File: src/rtl/link_param_loader_pkg.sv
// Shared types and constants for the neighbour-link parameter loader.
// Stage codes mirror the global stage encoding used across the array.
package link_param_loader_pkg;

  localparam int unsigned STAGE_WIDTH = 3;

  localparam logic [STAGE_WIDTH-1:0] STAGE_IDLE               = 3'd0;
  localparam logic [STAGE_WIDTH-1:0] STAGE_PARAMETERS_LOADING = 3'd1;
  localparam logic [STAGE_WIDTH-1:0] STAGE_RUN                = 3'd2;

  // Boundary condition codes carried with each link record.
  localparam logic [1:0] BC_NONE     = 2'd0;
  localparam logic [1:0] BC_BOUNDARY = 2'd1;
  localparam logic [1:0] BC_ABSENT   = 2'd2;
  localparam logic [1:0] BC_RESERVED = 2'd3;

  // Record width is LINK_BIT_WIDTH + 2 (boundary code above weight).
  localparam int unsigned BC_WIDTH = 2;

  typedef enum logic [1:0] {
    FILL  = 2'd0,
    READY = 2'd1,
    SHIFT = 2'd2,
    DONE  = 2'd3
  } loader_state_e;

endpackage

File: src/rtl/link_param_loader_if.sv
// Per-link parameter record stream (valid/ready).
//   master: record source (drives valid/weight/boundary, sees ready)
//   slave : loader (consumes records, drives ready)
interface link_param_loader_if #(
  parameter int unsigned IN_WEIGHT_WIDTH = 8
);
  logic                       in_valid;
  logic                       in_ready;
  logic [IN_WEIGHT_WIDTH-1:0] in_weight;
  logic [1:0]                 in_boundary;

  modport master (output in_valid, output in_weight, output in_boundary, input in_ready);
  modport slave  (input in_valid, input in_weight, input in_boundary, output in_ready);
endinterface

File: src/rtl/link_param_loader_buffer.sv
// link_param_buffer: DEPTH x REC_W register array, one write port and one
// registered read port. The read register is the loader's output stage.
//   we/wr_addr/wr_data : write port
//   rd_en/rd_addr      : load rd_data from the array on the next edge
//   rd_clr             : clear rd_data (takes priority over rd_en)
module link_param_buffer #(
  parameter int unsigned DEPTH  = 16,
  parameter int unsigned REC_W  = 4,
  parameter int unsigned ADDR_W = (DEPTH > 1) ? $clog2(DEPTH) : 1
) (
  input  logic              clk,
  input  logic              reset,
  input  logic              we,
  input  logic [ADDR_W-1:0] wr_addr,
  input  logic [REC_W-1:0]  wr_data,
  input  logic              rd_en,
  input  logic              rd_clr,
  input  logic [ADDR_W-1:0] rd_addr,
  output logic [REC_W-1:0]  rd_data
);

  logic [REC_W-1:0] mem [DEPTH];

  // Storage array; contents only matter once a full set has been written.
  always_ff @(posedge clk) begin
    if (we) mem[wr_addr] <= wr_data;
  end

  // Registered read with write-through so a same-cycle write is visible.
  always_ff @(posedge clk) begin
    if (reset || rd_clr) begin
      rd_data <= '0;
    end else if (rd_en) begin
      rd_data <= (we && (wr_addr == rd_addr)) ? wr_data : mem[rd_addr];
    end
  end

endmodule

File: src/rtl/link_param_loader.sv
// link_param_loader: buffers a full chain of link parameter records from a
// valid/ready stream, requests the parameter-loading stage, then shifts one
// record per cycle into the link chain. The buffer is kept for replay.
//   clk, reset             : clock, synchronous active-high reset
//   global_stage           : global stage code
//   rec (slave)            : record stream in_valid/in_ready/in_weight/in_boundary
//   flush                  : discard buffer, clear sticky flags, back to FILL
//   load_req               : buffer full, waiting for the loading stage
//   load_done              : pulse during the last shift cycle
//   params_valid           : chain holds a complete parameter set
//   load_error             : sticky, stage ended before the chain was full
//   sat_warn               : sticky, weight saturated or reserved boundary seen
//   weight_out             : to first link's weight_in
//   boundary_condition_out : to first link's boundary_condition_in
module link_param_loader
  import link_param_loader_pkg::*;
#(
  parameter  int unsigned MAX_WEIGHT      = 2,
  parameter  int unsigned NUM_LINKS       = 16,
  parameter  int unsigned IN_WEIGHT_WIDTH = 8,
  localparam int unsigned LINK_BIT_WIDTH  = $clog2(MAX_WEIGHT + 1)
) (
  input  logic                      clk,
  input  logic                      reset,
  input  logic [STAGE_WIDTH-1:0]    global_stage,
  link_param_loader_if.slave        rec,
  input  logic                      flush,
  output logic                      load_req,
  output logic                      load_done,
  output logic                      params_valid,
  output logic                      load_error,
  output logic                      sat_warn,
  output logic [LINK_BIT_WIDTH-1:0] weight_out,
  output logic [1:0]                boundary_condition_out
);

  localparam int unsigned REC_W  = LINK_BIT_WIDTH + BC_WIDTH;
  localparam int unsigned CNT_W  = $clog2(NUM_LINKS + 1);
  localparam int unsigned ADDR_W = (NUM_LINKS > 1) ? $clog2(NUM_LINKS) : 1;

  localparam logic [CNT_W-1:0] FULL_CNT   = CNT_W'(NUM_LINKS);
  localparam logic [CNT_W-1:0] LAST_SHIFT = CNT_W'(NUM_LINKS - 1);
  localparam logic [CNT_W-1:0] CNT_ONE    = CNT_W'(1);

  loader_state_e state, state_n;
  logic [CNT_W-1:0] wr_cnt, wr_cnt_n;
  logic [CNT_W-1:0] rd_ptr, rd_ptr_n;
  logic [CNT_W-1:0] shift_cnt, shift_cnt_n;

  logic stage_pl, flush_ok, accept;
  logic w_over, bc_rsv;
  logic [LINK_BIT_WIDTH-1:0] w_sat;
  logic [1:0]                bc_sat;

  logic              we;
  logic [REC_W-1:0]  wr_data;
  logic              rd_en, rd_clr;
  logic [ADDR_W-1:0] rd_addr;
  logic [REC_W-1:0]  rd_data;

  logic in_ready_d, load_req_d, load_done_d, params_valid_d, load_error_d, sat_warn_d;

  assign stage_pl = (global_stage == STAGE_PARAMETERS_LOADING);
  // The loading stage always wins over a coincident flush.
  assign flush_ok = flush && !stage_pl;
  assign accept   = rec.in_valid && rec.in_ready && (state == FILL);

  // Input saturation: clamp weight, map reserved boundary code to absent.
  assign w_over  = (rec.in_weight > IN_WEIGHT_WIDTH'(MAX_WEIGHT));
  assign bc_rsv  = (rec.in_boundary == BC_RESERVED);
  assign w_sat   = w_over ? LINK_BIT_WIDTH'(MAX_WEIGHT) : LINK_BIT_WIDTH'(rec.in_weight);
  assign bc_sat  = bc_rsv ? BC_ABSENT : rec.in_boundary;
  assign wr_data = {bc_sat, w_sat};
  assign we      = accept && !flush_ok;

  link_param_buffer #(
    .DEPTH  (NUM_LINKS),
    .REC_W  (REC_W),
    .ADDR_W (ADDR_W)
  ) u_buffer (
    .clk     (clk),
    .reset   (reset),
    .we      (we),
    .wr_addr (ADDR_W'(wr_cnt)),
    .wr_data (wr_data),
    .rd_en   (rd_en),
    .rd_clr  (rd_clr),
    .rd_addr (rd_addr),
    .rd_data (rd_data)
  );

  assign weight_out             = rd_data[LINK_BIT_WIDTH-1:0];
  assign boundary_condition_out = rd_data[REC_W-1 -: BC_WIDTH];

  // State and counter register.
  always_ff @(posedge clk) begin
    if (reset) begin
      state     <= FILL;
      wr_cnt    <= '0;
      rd_ptr    <= '0;
      shift_cnt <= '0;
    end else begin
      state     <= state_n;
      wr_cnt    <= wr_cnt_n;
      rd_ptr    <= rd_ptr_n;
      shift_cnt <= shift_cnt_n;
    end
  end

  // Next-state and counter logic.
  always_comb begin
    state_n     = state;
    wr_cnt_n    = wr_cnt;
    rd_ptr_n    = rd_ptr;
    shift_cnt_n = shift_cnt;
    case (state)
      FILL: begin
        if (flush_ok) begin
          wr_cnt_n = '0;
        end else if (accept) begin
          wr_cnt_n = wr_cnt + CNT_ONE;
          if (wr_cnt_n == FULL_CNT) begin
            state_n  = READY;
            rd_ptr_n = CNT_ONE;
          end
        end
      end
      READY: begin
        // Stage cycle 0 is sampled from READY, so SHIFT starts with one
        // record already delivered.
        if (stage_pl) begin
          state_n     = SHIFT;
          rd_ptr_n    = rd_ptr + CNT_ONE;
          shift_cnt_n = CNT_ONE;
        end else if (flush_ok) begin
          state_n  = FILL;
          wr_cnt_n = '0;
          rd_ptr_n = '0;
        end
      end
      SHIFT: begin
        // Stage dropping before the last record was sampled is an error.
        if (!stage_pl) begin
          state_n     = FILL;
          wr_cnt_n    = '0;
          rd_ptr_n    = '0;
          shift_cnt_n = '0;
        end else if (shift_cnt == LAST_SHIFT) begin
          state_n     = DONE;
          rd_ptr_n    = '0;
          shift_cnt_n = '0;
        end else begin
          rd_ptr_n    = rd_ptr + CNT_ONE;
          shift_cnt_n = shift_cnt + CNT_ONE;
        end
      end
      DONE: begin
        // rd_ptr == 1 marks entry 0 as preloaded; replay only from there so
        // a stage that lingers after the load does not restart it.
        if (stage_pl) begin
          if (rd_ptr == CNT_ONE) begin
            state_n     = SHIFT;
            rd_ptr_n    = rd_ptr + CNT_ONE;
            shift_cnt_n = CNT_ONE;
          end
        end else if (flush_ok) begin
          state_n  = FILL;
          wr_cnt_n = '0;
          rd_ptr_n = '0;
        end else begin
          rd_ptr_n = CNT_ONE;
        end
      end
      default: state_n = FILL;
    endcase
  end

  // Output logic: read-port control and next values of the flag registers.
  always_comb begin
    rd_en   = 1'b0;
    rd_clr  = 1'b0;
    rd_addr = '0;
    if (state_n == SHIFT) begin
      rd_en   = 1'b1;
      rd_addr = ADDR_W'(rd_ptr);
    end else if ((state == FILL) && (state_n == READY)) begin
      rd_en = 1'b1;
    end else if ((state == DONE) && (state_n == DONE) && !stage_pl) begin
      rd_en = 1'b1;
    end else if ((state_n == FILL) || (state == SHIFT)) begin
      rd_clr = 1'b1;
    end

    in_ready_d  = (state_n == FILL);
    load_req_d  = (state_n == READY);
    load_done_d = (state_n == SHIFT) && (shift_cnt_n == LAST_SHIFT);

    params_valid_d = params_valid;
    if ((state == SHIFT) && (state_n == DONE)) params_valid_d = 1'b1;
    if (state_n == FILL)                       params_valid_d = 1'b0;

    load_error_d = load_error;
    sat_warn_d   = sat_warn;
    if (flush_ok && (state != SHIFT)) begin
      load_error_d = 1'b0;
      sat_warn_d   = 1'b0;
    end else begin
      if ((state == SHIFT) && !stage_pl) load_error_d = 1'b1;
      if (accept && (w_over || bc_rsv))  sat_warn_d   = 1'b1;
    end
  end

  // Output flag registers.
  always_ff @(posedge clk) begin
    if (reset) begin
      rec.in_ready <= 1'b0;
      load_req     <= 1'b0;
      load_done    <= 1'b0;
      params_valid <= 1'b0;
      load_error   <= 1'b0;
      sat_warn     <= 1'b0;
    end else begin
      rec.in_ready <= in_ready_d;
      load_req     <= load_req_d;
      load_done    <= load_done_d;
      params_valid <= params_valid_d;
      load_error   <= load_error_d;
      sat_warn     <= sat_warn_d;
    end
  end

endmodule

File: src/flat_wrapper.sv
// flat-port wrapper written by rule: the top's interface ports become plain ports
module link_param_loader_flat import link_param_loader_pkg::*;
#(
  parameter  int unsigned MAX_WEIGHT      = 2,
  parameter  int unsigned NUM_LINKS       = 16,
  parameter  int unsigned IN_WEIGHT_WIDTH = 8,
  localparam int unsigned LINK_BIT_WIDTH  = $clog2(MAX_WEIGHT + 1)
)
  (clk, reset, global_stage, flush, load_req, load_done, params_valid, load_error, sat_warn, weight_out, boundary_condition_out, rec_in_valid, rec_in_weight, rec_in_boundary, rec_in_ready);
  link_param_loader_if #(.IN_WEIGHT_WIDTH(IN_WEIGHT_WIDTH)) rec_i ();
  input  logic clk;
  input  logic reset;
  input  logic [STAGE_WIDTH-1:0] global_stage;
  input  logic flush;
  output logic load_req;
  output logic load_done;
  output logic params_valid;
  output logic load_error;
  output logic sat_warn;
  output logic [LINK_BIT_WIDTH-1:0] weight_out;
  output logic [1:0] boundary_condition_out;
  input wire logic [$bits(rec_i.in_valid)-1:0] rec_in_valid;
  input wire logic [$bits(rec_i.in_weight)-1:0] rec_in_weight;
  input wire logic [$bits(rec_i.in_boundary)-1:0] rec_in_boundary;
  output wire logic [$bits(rec_i.in_ready)-1:0] rec_in_ready;
  assign rec_i.in_valid = rec_in_valid;
  assign rec_i.in_weight = rec_in_weight;
  assign rec_i.in_boundary = rec_in_boundary;
  assign rec_in_ready = rec_i.in_ready;
  link_param_loader #(.MAX_WEIGHT(MAX_WEIGHT), .NUM_LINKS(NUM_LINKS), .IN_WEIGHT_WIDTH(IN_WEIGHT_WIDTH)) u_core (.clk(clk), .reset(reset), .global_stage(global_stage), .rec(rec_i), .flush(flush), .load_req(load_req), .load_done(load_done), .params_valid(params_valid), .load_error(load_error), .sat_warn(sat_warn), .weight_out(weight_out), .boundary_condition_out(boundary_condition_out));
endmodule
File: config.mk
export PLATFORM = sky130hd
export DESIGN_NAME = link_param_loader_flat
export DESIGN_NICKNAME = d
export VERILOG_FILES = /design/src/rtl/link_param_loader_pkg.sv /design/src/rtl/link_param_loader_if.sv /design/src/rtl/link_param_loader_buffer.sv /design/src/rtl/link_param_loader.sv /design/src/flat_wrapper.sv
export SDC_FILE = /design/constraint.sdc
export NUM_CORES = 1
export LEC_CHECK = 0
export CORE_MARGIN = 2
export CORE_UTILIZATION = 53
export CTS_BUF_LIST = sky130_fd_sc_hd__clkbuf_8 sky130_fd_sc_hd__clkbuf_16
export DETAILED_ROUTE_END_ITERATION = 10
export PLACE_DENSITY = 0.78
export SYNTH_ARGS = -nofsm -noshare
export SYNTH_HDL_FRONTEND = slang
export SYNTH_SLANG_ARGS = --single-unit
File: constraint.sdc
create_clock -name clk -period 2.7 [get_ports clk]
set_input_delay 0.54 -clock clk [delete_from_list [all_inputs] [get_ports clk]]
set_output_delay 0.54 -clock clk [all_outputs]
set_load 0.02 [all_outputs]
## Yosys cells after proc, flatten, opt, wreduce, memory -nomap -nowiden

Memories as Yosys holds them, arrays and structs flattened. A register that Yosys moved wholly into a read port is not among the register bits.
Cells that the tools add are included.

| word-level totals | value |
|---|---|
| bits in writable memories | 64 |
| output and inout port bits | 10 |
| memories | 1 |
| bits in registers | 23 |

Memory list:

| memory | words | bits a word | rd ports | clocked after memory_dff | wr ports | RTL line | text |
|---|---|---|---|---|---|---|---|
| u_core.u_buffer.mem | 16 | 4 | 1 | 1 | 1 | link_param_loader_buffer.sv:22 | `logic [REC_W-1:0] mem [DEPTH];` |

| cells by class | value |
|---|---|
| muxes and demuxes | 44 |
| order comparisons | 1 |
| add/sub/neg operators | 3 |
| reduce and logical (&&, ||, !) cells | 24 |
| equality and inequality tests | 22 |

Operators by type and width:

| kind | count |
|---|---|
| 2-to-1 mux 5 bit | 18 |
| one-hot mux 5 bit (3 select lines) | 2 |
| 2-to-1 mux 2 bit | 11 |
| one-hot mux 5 bit (4 select lines) | 1 |
| adder 5 x 1 -> 5 bit (second input constant) | 3 |
| logical AND 1 bit | 12 |
| equality test 2 bit (second input constant) | 5 |
| equality test 5 x 4 -> 1 bit (second input constant) | 2 |
| 2-to-1 mux 1 bit | 10 |
| != test 2 bit (second input constant) | 5 |
| > comparator 8 x 2 -> 1 bit (second input constant) | 1 |
| one-hot mux 2 bit (4 select lines) | 1 |
| != test 3 x 1 -> 1 bit (second input constant) | 2 |
| OR reduction 2 bit | 3 |
| equality test 5 x 1 -> 1 bit (second input constant) | 1 |
| equality test 5 bit (second input constant) | 1 |
| AND reduction 5 bit | 1 |
| equality test 2 x 1 -> 1 bit (second input constant) | 2 |
| logical NOT 2 bit | 2 |
| 2-to-1 mux 4 bit | 1 |
| != test 2 x 1 -> 1 bit (second input constant) | 2 |
| AND reduction 4 bit | 1 |
| equality test 3 x 1 -> 1 bit (second input constant) | 1 |
| logical OR 1 bit | 3 |
| other kinds (2) | 3 |

## Longest topological paths before layout

Gate-level depths: netlist (run 1).

| logic depth | value |
|---|---|
| depth after elaboration | 13 |
| mapped depth | 9 |
| depth with buffers taken out | 8 |

## By module

A second synthesis (run 1) with hierarchy kept.

| second synthesis, totals | value |
|---|---|
| cells, all modules | 320 |
| area total of the unflattened synthesis | 4261.6 sq um |

By module, submodules not included:

| module | seq. area each (sq um) | times used | cells each | area an instance (sq um) |
|---|---|---|---|---|
| link_param_buffer | 2001.9 | 1 | 153 | 2827.7 |
| link_param_loader | 460.4 | 1 | 167 | 1433.9 |

## Worst setup path after synthesis (run 1)

No wires, ideal clock.

| path | value |
|---|---|
| kind | input port to flip-flop |
| start point | input global_stage[2] |
| end point | memory u_core.u_buffer.mem[0][0], enable pin |
| setup time | 361 ps |
| path slack | 115 ps |
| cell stages on the path | 7 |
| data arrival time | 2224 ps |
| data required time | 2339 ps |
| buffers on the path | 2 |
| cells stage by stage | or3b_2 -> buf_2 -> nand2_1 -> and4_1 -> clkbuf_1 -> nand2_1 -> nor3_1 |

| on the way | value |
|---|---|
| word-level cells in the longest chain between the ends | 7 |

Ends and longest elaborated chain:

| item | RTL line | text |
|---|---|---|
| from (decl) | flat_wrapper.sv:13 | `input logic [STAGE_WIDTH-1:0] global_stage;` |
| equality test 3 x 1 -> 1 bit | link_param_loader.sv:63 | `assign stage_pl = (global_stage == STAGE_PARAMETERS_LOADING);` |
| logical NOT 1 bit | link_param_loader.sv:65 | `assign flush_ok = flush && !stage_pl;` |
| logical AND 1 bit | link_param_loader.sv:65 |  |
| logical NOT 1 bit | link_param_loader.sv:74 | `assign we = accept && !flush_ok;` |
| logical AND 1 bit | link_param_loader.sv:74 |  |
| 2-to-1 mux 1 bit | link_param_loader_buffer.sv:26 | `if (we) mem[wr_addr] <= wr_data;` |
| 2-to-1 mux 1 bit (implied by the code) | link_param_loader_buffer.sv:26 |  |
| to (decl) | link_param_loader_buffer.sv:22 |  |

No other way between the ends.

## Worst setup path in the final report (run 1)

| path | value |
|---|---|
| start point | input global_stage[0] |
| end point | register u_core.rd_ptr[4] |

| on the way | value |
|---|---|
| word-level cells in the longest chain between the ends | 5 |
| elaborated cells on any way between the ends | 11 |

Ends and longest elaborated chain:

| item | RTL line | text |
|---|---|---|
| equality test 3 x 1 -> 1 bit (*) | link_param_loader.sv:63 |  |
| logical NOT 1 bit | link_param_loader.sv:65 |  |
| logical AND 1 bit | link_param_loader.sv:65 |  |
| != test 3 x 1 -> 1 bit (no source line) / != test 2 bit (equally long branches) | n/a |  |
| AND reduction 5 bit (no source line) | n/a |  |
| to (signal assigned) | link_param_loader.sv:105 | `rd_ptr <= rd_ptr_n;` |
| to (decl) | link_param_loader.sv:47 | `logic [CNT_W-1:0] rd_ptr, rd_ptr_n;` |

Mark *: on every way between the ends. The rest lies on a longest branch, timed or not.
A chain may end at the register's enable or synchronous reset.

==> flow_summary.ini, run 1 <==
[hold_path]
hold_path_class = reg2reg
hold_depth = 1

[place]
hpwl_um = 7720
gp_congestion = 1.03
placement.io_buffers = 26

[setup_path]
crit_fanout = 10
required_ps = 3010
criticalPathCategory = in2reg
worstPathArrival_ps = 2810
reg2reg_depth = 8
critPathCaptureType = register
cp-start-kind = input port

[die]
fp.dieArea_mm2 = 0.00883
chipHeight_um = 93.9
row_count = 32
start_util = 0.552
die-width_um = 93.9
core-area_mm2 = 0.00777
boundaryPins = 27

[finish]
finalNetCount = 474
drive_above_1_share = 0.211
antenna_cells = 0
areaGrowthSynthToFinish_pct = 22.9
final_common_cell = edfxtp_1
layout_common_cells = edfxtp_1 (64), buf_4 (62), nor2_1 (44)

[timing]
fmax_mhz = 400
maxSlewViolCount = 0
period_needed_ps = 2500
slew_headroom = 0.238
worst_pin_slew_ps = 1140
hold_slack_ps = 471
rsz0062_at_grt = false
hold_violations = 0
setup_viol = 0
setup_tns_ps = 0
fin_crit_sh = 0.927
fin_skew_ps = 11.8

[synth]
synth_fp_nets = 396
synth_warnings = 0
yosysUniqueCellTypes = 64
yosys_most_used_dff = edfxtp_1
synth-seq-cells = 91
synth_area_mm2 = 0.00429
synth_edf_count = 64
ys_seq_area_frac = 0.574
async_flop_share = 0
avgSynthCellArea_um2 = 11.5
syn_inst = 372

[detailed_routing]
wl_um = 10700
met2_length_um = 5010
drt_pass1_iterations = 5
top_layer = met4
drtIter0Drc = 411
num_vias = 3412
drt-met1-wl_um = 4790
viasPerCell = 6.13
drc_errors = 0
drt-wirelength-per-cell_um = 19.2
wl_met3_um = 722
postRouteAntennaNets = 0

[global_route]
grt_max_degree = 30
track_usage = 0.262
grt_pass1_wl_um = 17300
antenna_found_initial = 0
grt_pass1_vias = 3318
grt.overflow.total = 0

[clock_tree]
root_buffer = clkbuf_8
holdBufCountCts = 0
clock_sink_count = 91
cts_buffers = 9
cts_tree = built
clock_latency_ps = 370
cts.clk_slew.worst_paths_ps = 100
htree_levels = 3
post_cts_buffers = 0
cts_resized = 0
clockBufferDepth = 2

[job]
drv_cap = 0

[status]
outcome = finished clean

[pwr]
sw_frac_of_total = 0.229
seqPwrFrac = 0.580
pwr-share-comb = 0.034
p_int_w = 0.00198
ir_drop_v = 0.000416
pwr-share-clk = 0.387
power_density_mw_per_mm2 = 488
leakagePower_nw = 1.89
power_switching_w = 0.000588
==> metal layers <==
metal,vias up,GRT usage
li1,1595,-
met4,0,0.0785
met3,17,0.0778
met1,1647,0.355
met5,-,0
met2,153,0.410
==> registers in the layout, indices dropped and copies added (netlist names) <==
signal / cells
u_core.shift_cnt: 5
u_core.state: 2
u_core.load_req: 1
u_core.load_error: 1
u_core.rec.in_ready: 1
u_core.params_valid: 1
u_core.u_buffer.rd_data: 4
u_core.rd_ptr: 5
u_core.wr_cnt: 5
u_core.u_buffer.mem: 64
u_core.load_done: 1
u_core.sat_warn: 1
==> critical path, cell delays in order <==
cell and delay (ps):
clkdlybuf4s50_1 480, or3b_2 600, a21oi_1 250, a21oi_1 110, nand2b_1 200, or4_1 480
a21oi_1 150
==> metrics by stage <==
step	total power [W]	instance area [um^2]	setup slack, ps	utilization	instances
3_3_place_gp	0.00161	5050	-132	0.650	541
3_5_place_dp	0.00161	5050	-163	0.650	541
4_1_cts	0.00258	5270	219	0.679	557
6_report	0.00257	5270	198	0.679	557
5_1_grt	0.00266	5270	68.3	0.679	557
2_1_floorplan	0.00156	4290	115	-	372
==> kinds of logic (layout without fill, tap and decap cells) <==
logic type / Yosys count / after routing / share of synthesized area
compound gates: 95 / 95 / 0.170
xor+xnor: 1 / 1 / 0.00204
fa+ha+maj: 7 / 7 / 0.0204
buf+inv: 29 / 112 / 0.0277
flops: 91 / 91 / 0.574
mux: 14 / 14 / 0.0452
simple gates: 135 / 135 / 0.160
==> Yosys cell counts (3+ instances only) <==
cell type	count	area share
a211oi_1	4	0.0070
a21oi_1	16	0.019
a221o_1	3	0.0070
a22oi_1	3	0.0053
a2bb2oi_1	4	0.0082
a31oi_1	3	0.0044
a32oi_1	6	0.012
and2_1	4	0.0058
and3_1	4	0.0058
clkbuf_1	17	0.015
dfxtp_1	27	0.13
edfxtp_1	64	0.45
ha_1	7	0.020
inv_1	7	0.0061
mux2_2	3	0.0079
mux2i_1	7	0.016
mux4_2	4	0.021
nand2_1	27	0.024
nand2b_1	5	0.0073
nand3_1	9	0.011
nand4_1	6	0.0088
nor2_1	44	0.039
nor2b_1	3	0.0044
nor3_1	10	0.012
nor3b_1	4	0.0070
o2111ai_1	3	0.0061
o211ai_1	7	0.012
o21ai_0	13	0.015
o221ai_1	4	0.0082
o22ai_1	3	0.0044
o31ai_1	4	0.0070
or4_1	3	0.0053
==> cell type report <==
| type | instances | area, um^2 |
|---|---|---|
| Inverter | 8 | 30.0 |
| Sequential cell | 91 | 2460 |
| Fill cell | 596 | 2500 |
| Clock buffer | 9 | 124 |
| Multi-Input combinational cell | 252 | 1710 |
| Tap cell | 102 | 128 |
| Clock inverter | 7 | 95.1 |
| Timing Repair Buffer | 88 | 726 |
==> final timing paths <==
check / startpoint / to / slack, ps
max: global_stage[0] / u_core.rd_ptr[4]$_SDFFE_PP0P_ / 200
min: u_core.params_valid$_SDFFE_PP0P_ / u_core.params_valid$_SDFFE_PP0P_ / 470
max reg2reg: u_core.state[0]$_SDFF_PP0_ / u_core.u_buffer.rd_data[0]$_SDFFE_PP0P_ / 250
min reg2reg: u_core.params_valid$_SDFFE_PP0P_ / u_core.params_valid$_SDFFE_PP0P_ / 470
==> power groups by stage <==
stage               registers [W]  logic (W)  clock network (W)
detailed placement        0.00152  0.0000859                  0
CTS                       0.00149  0.0000862            0.00101
global placement          0.00152  0.0000830                  0
finish                    0.00149  0.0000867           0.000995
floorplan                 0.00152  0.0000337                  0
global route              0.00149  0.0000935            0.00108
(Power assumes the default switching activity.)
==> inputs of run 2 (changes only) <==
--- a/config.mk
+++ b/config.mk
@@ -5,11 +5,12 @@
 export SDC_FILE = /design/constraint.sdc
 export NUM_CORES = 1
 export LEC_CHECK = 0
+export ABC_AREA = 1
 export CORE_MARGIN = 2
-export CORE_UTILIZATION = 53
+export CORE_UTILIZATION = 30
 export CTS_BUF_LIST = sky130_fd_sc_hd__clkbuf_8 sky130_fd_sc_hd__clkbuf_16
 export DETAILED_ROUTE_END_ITERATION = 10
-export PLACE_DENSITY = 0.78
+export PLACE_DENSITY_LB_ADDON = 0.12
 export SYNTH_ARGS = -nofsm -noshare
 export SYNTH_HDL_FRONTEND = slang
 export SYNTH_SLANG_ARGS = --single-unit
==> flow_summary.ini, run 2 <==
[timing]
fin_skew_ps = 6.47
maxSlewViolCount = 0
slew_headroom = 0.644
worst_pin_slew_ps = 531
fmax_mhz = 422
setup_tns_ps = 0
hold_slack_ps = 476
rsz0062_at_grt = false
hold_violations = 0
period_needed_ps = 2370
fin_crit_sh = 0.878
setup_viol = 0

[pwr]
leakagePower_nw = 2.31
power_density_mw_per_mm2 = 499
ir_drop_v = 0.000299
power_switching_w = 0.000598
pwr-share-clk = 0.426
seqPwrFrac = 0.536
sw_frac_of_total = 0.214
total_power_w = 0.00279
pwr-share-comb = 0.038
p_int_w = 0.00220

[status]
outcome = finished clean

[global_route]
grt_pass1_vias = 3528
track_usage = 0.154
grt_pass1_wl_um = 18700
grt_max_degree = 23
antenna_found_initial = 0
grt.overflow.total = 0

[synth]
yosysTopAreaCell = edfxtp_1
synth_top_area_frac = 0.425
async_flop_share = 0
yosys-top-cells-count = nand2_1 (107), inv_1 (81), nor2_1 (78), edfxtp_1 (64), nand3_1 (58)
ys_seq_area_frac = 0.545
yosysUniqueCellTypes = 38
avgSynthCellArea_um2 = 8.65
synth_warnings = 0
ys_top_cells_by_area = edfxtp_1 (43%), dfxtp_1 (12%), nand2_1 (8.9%), inv_1 (6.7%), nor2_1 (6.5%)
synth_fp_nets = 546
syn_inst = 522
synth_area_mm2 = 0.00452
synth_edf_count = 64
synth-seq-cells = 91
yosys_most_used_dff = edfxtp_1
yosysMostFrequentCell = nand2_1

[die]
core-area_mm2 = 0.0146
boundaryPins = 27
start_util = 0.308
die-width_um = 127
row_count = 44
chipHeight_um = 127
fp.dieArea_mm2 = 0.0161

[finish]
postLayoutCoreUtil = 0.383
drive_above_1_share = 0.143
fillCellCount = 1545
finalNetCount = 613
layout_common_cells = nand2_1 (107), inv_1 (81), nor2_1 (78)
areaGrowthSynthToFinish_pct = 24.0
final_common_cell = nand2_1
fin_cells = 778
largest_reg_flops = 64
antenna_cells = 0
top_register = u_core.u_buffer.mem

[setup_path]
cp_cell_sequence = clkdlybuf4s50_1, nor2_2, nand2_2, nand3_1, inv_2, nor2_1, nand2_2, nor2_8, nand3_4, inv_1, nand3_1, nand3_1, nand3_1, nand2_1, inv_1
critPathCaptureType = register
required_ps = 2950
worstPathArrival_ps = 2620
crit_path_start = global_stage[2]
r2r_slack_ps = 350
criticalPathCategory = in2reg
rr_endpoint = u_core.u_buffer.rd_data[0]$_SDFFE_PP0P_
path_common_cell = nand3_1
slowest_stage = clkdlybuf4s50_1
timing.rr.start = u_core.wr_cnt[0]$_SDFFE_PP0P_
cp-start-kind = input port
cp_slowest_stage_delay_ps = 410
reg2reg_depth = 14
crit_fanout = 7

[hold_path]
hold_end = u_core.wr_cnt[4]$_SDFFE_PP0P_
hold_depth = 2
worstHoldStart = u_core.wr_cnt[4]$_SDFFE_PP0P_
hold_path_class = reg2reg

[clock_tree]
htree_levels = 3
post_cts_buffers = 0
cts_tree = built
clock_latency_ps = 350
cts.clk_slew.worst_paths_ps = 60
clock_sink_count = 91
clockBufferDepth = 2
cts_buffers = 9
holdBufCountCts = 0
cts_resized = 0
root_buffer = clkbuf_16

[place]
hpwl_um = 8620
placement.io_buffers = 26
gp_congestion = 0.837
dp_cells = 762

[job]
drv_cap = 0

[detailed_routing]
met2_length_um = 4990
drt-met1-wl_um = 5810
top_layer = met4
wl_um = 11400
wl_met3_um = 439
drtIter0Drc = 173
postRouteAntennaNets = 0
drc_errors = 0
drt-wirelength-per-cell_um = 14.7
drt_pass1_iterations = 6
viasPerCell = 4.54
num_vias = 3533
## run 2: cell count changes after synthesis, sizes merged, moves of 5 or more
cell,change
a21oi,-7
a32oi,-6
buf,+5
clkbuf,-13
inv,+81
mux2i,-7
nand2,+84
nand2b,-5
nand3,+54
nor2,+41
## run 2: area by class of cell
| type | instances | area (um^2) | share of cell area |
|---|---|---|---|
| flip-flops and latches | 91 | 2460 | 0.440 |
| clock inverters | 6 | 47.5 | 0.00849 |
| well taps | 184 | 230 | 0.0411 |
| clock buffers | 10 | 239 | 0.0427 |
| repair buffers | 69 | 646 | 0.115 |
| multi-input cells | 329 | 1640 | 0.293 |
| inverters | 89 | 335 | 0.0599 |
## run 2: worst max-delay path by stage
stage,to,cells after the start,slack [ps]
2_1_floorplan,u_core.u_buffer.rd_data[0]$_SDFFE_PP0P_,15,610
3_3_place_gp,u_core.u_buffer.rd_data[2]$_SDFFE_PP0P_,15,-40
3_5_place_dp,u_core.u_buffer.rd_data[2]$_SDFFE_PP0P_,15,-40
4_1_cts,u_core.u_buffer.rd_data[3]$_SDFFE_PP0P_,16,310
5_1_grt,u_core.u_buffer.rd_data[2]$_SDFFE_PP0P_,15,90
6_report,u_core.u_buffer.rd_data[0]$_SDFFE_PP0P_,15,330
## run 2: worst max-delay path: cells and delay by family
kind	cells	cell delay (ps)
buffers and inverters	4	750
and+or+nand+nor	11	1330
## run 2: logic make-up after synthesis
| logic type | share of synthesized area |
|---|---|
| AOI/OAI and AO/OA | 0.0499 |
| DFF | 0.545 |
| adders and majority gates | 0.0194 |
| and+or+nand+nor | 0.288 |
| buffers and inverters | 0.0914 |
| xor gates and xnor gates | 0.00582 |
## run 2: power groups by stage
stage	sequential, W	combinational, W	clock, W
after floorplan	0.00153	0.0000430	0
after global placement	0.00153	0.000109	0
after detailed placement	0.00153	0.000108	0
after CTS	0.00150	0.000109	0.00124
after global routing	0.00150	0.000118	0.00129
final	0.00150	0.000106	0.00119
## run 2: metrics by stage
step	cell area, um^2	setup slack, ps
3_5_place_dp	5320	-41.9
5_1_grt	5600	91.9
3_3_place_gp	5320	-38.4
4_1_cts	5600	315
2_1_floorplan	4520	609
6_report	5600	329
## run 2: routing by layer
layer  global-route usage  up-vias
met3               0.0283       13
met1                0.220     1618
li1                     -     1831
met4               0.0575        0
met5                    0        -
met2                0.235       71
==> inputs of run 3 (changes only) <==
--- a/config.mk
+++ b/config.mk
@@ -9,6 +9,7 @@
 export CORE_MARGIN = 2
 export CORE_UTILIZATION = 30
 export CTS_BUF_LIST = sky130_fd_sc_hd__clkbuf_8 sky130_fd_sc_hd__clkbuf_16
+export CTS_CLUSTER_DIAMETER = 100
 export DETAILED_ROUTE_END_ITERATION = 10
 export PLACE_DENSITY_LB_ADDON = 0.12
 export SYNTH_ARGS = -nofsm -noshare
==> results of run 3 <==
No change in the layout: final DEF, timing and power equal those of run 2.
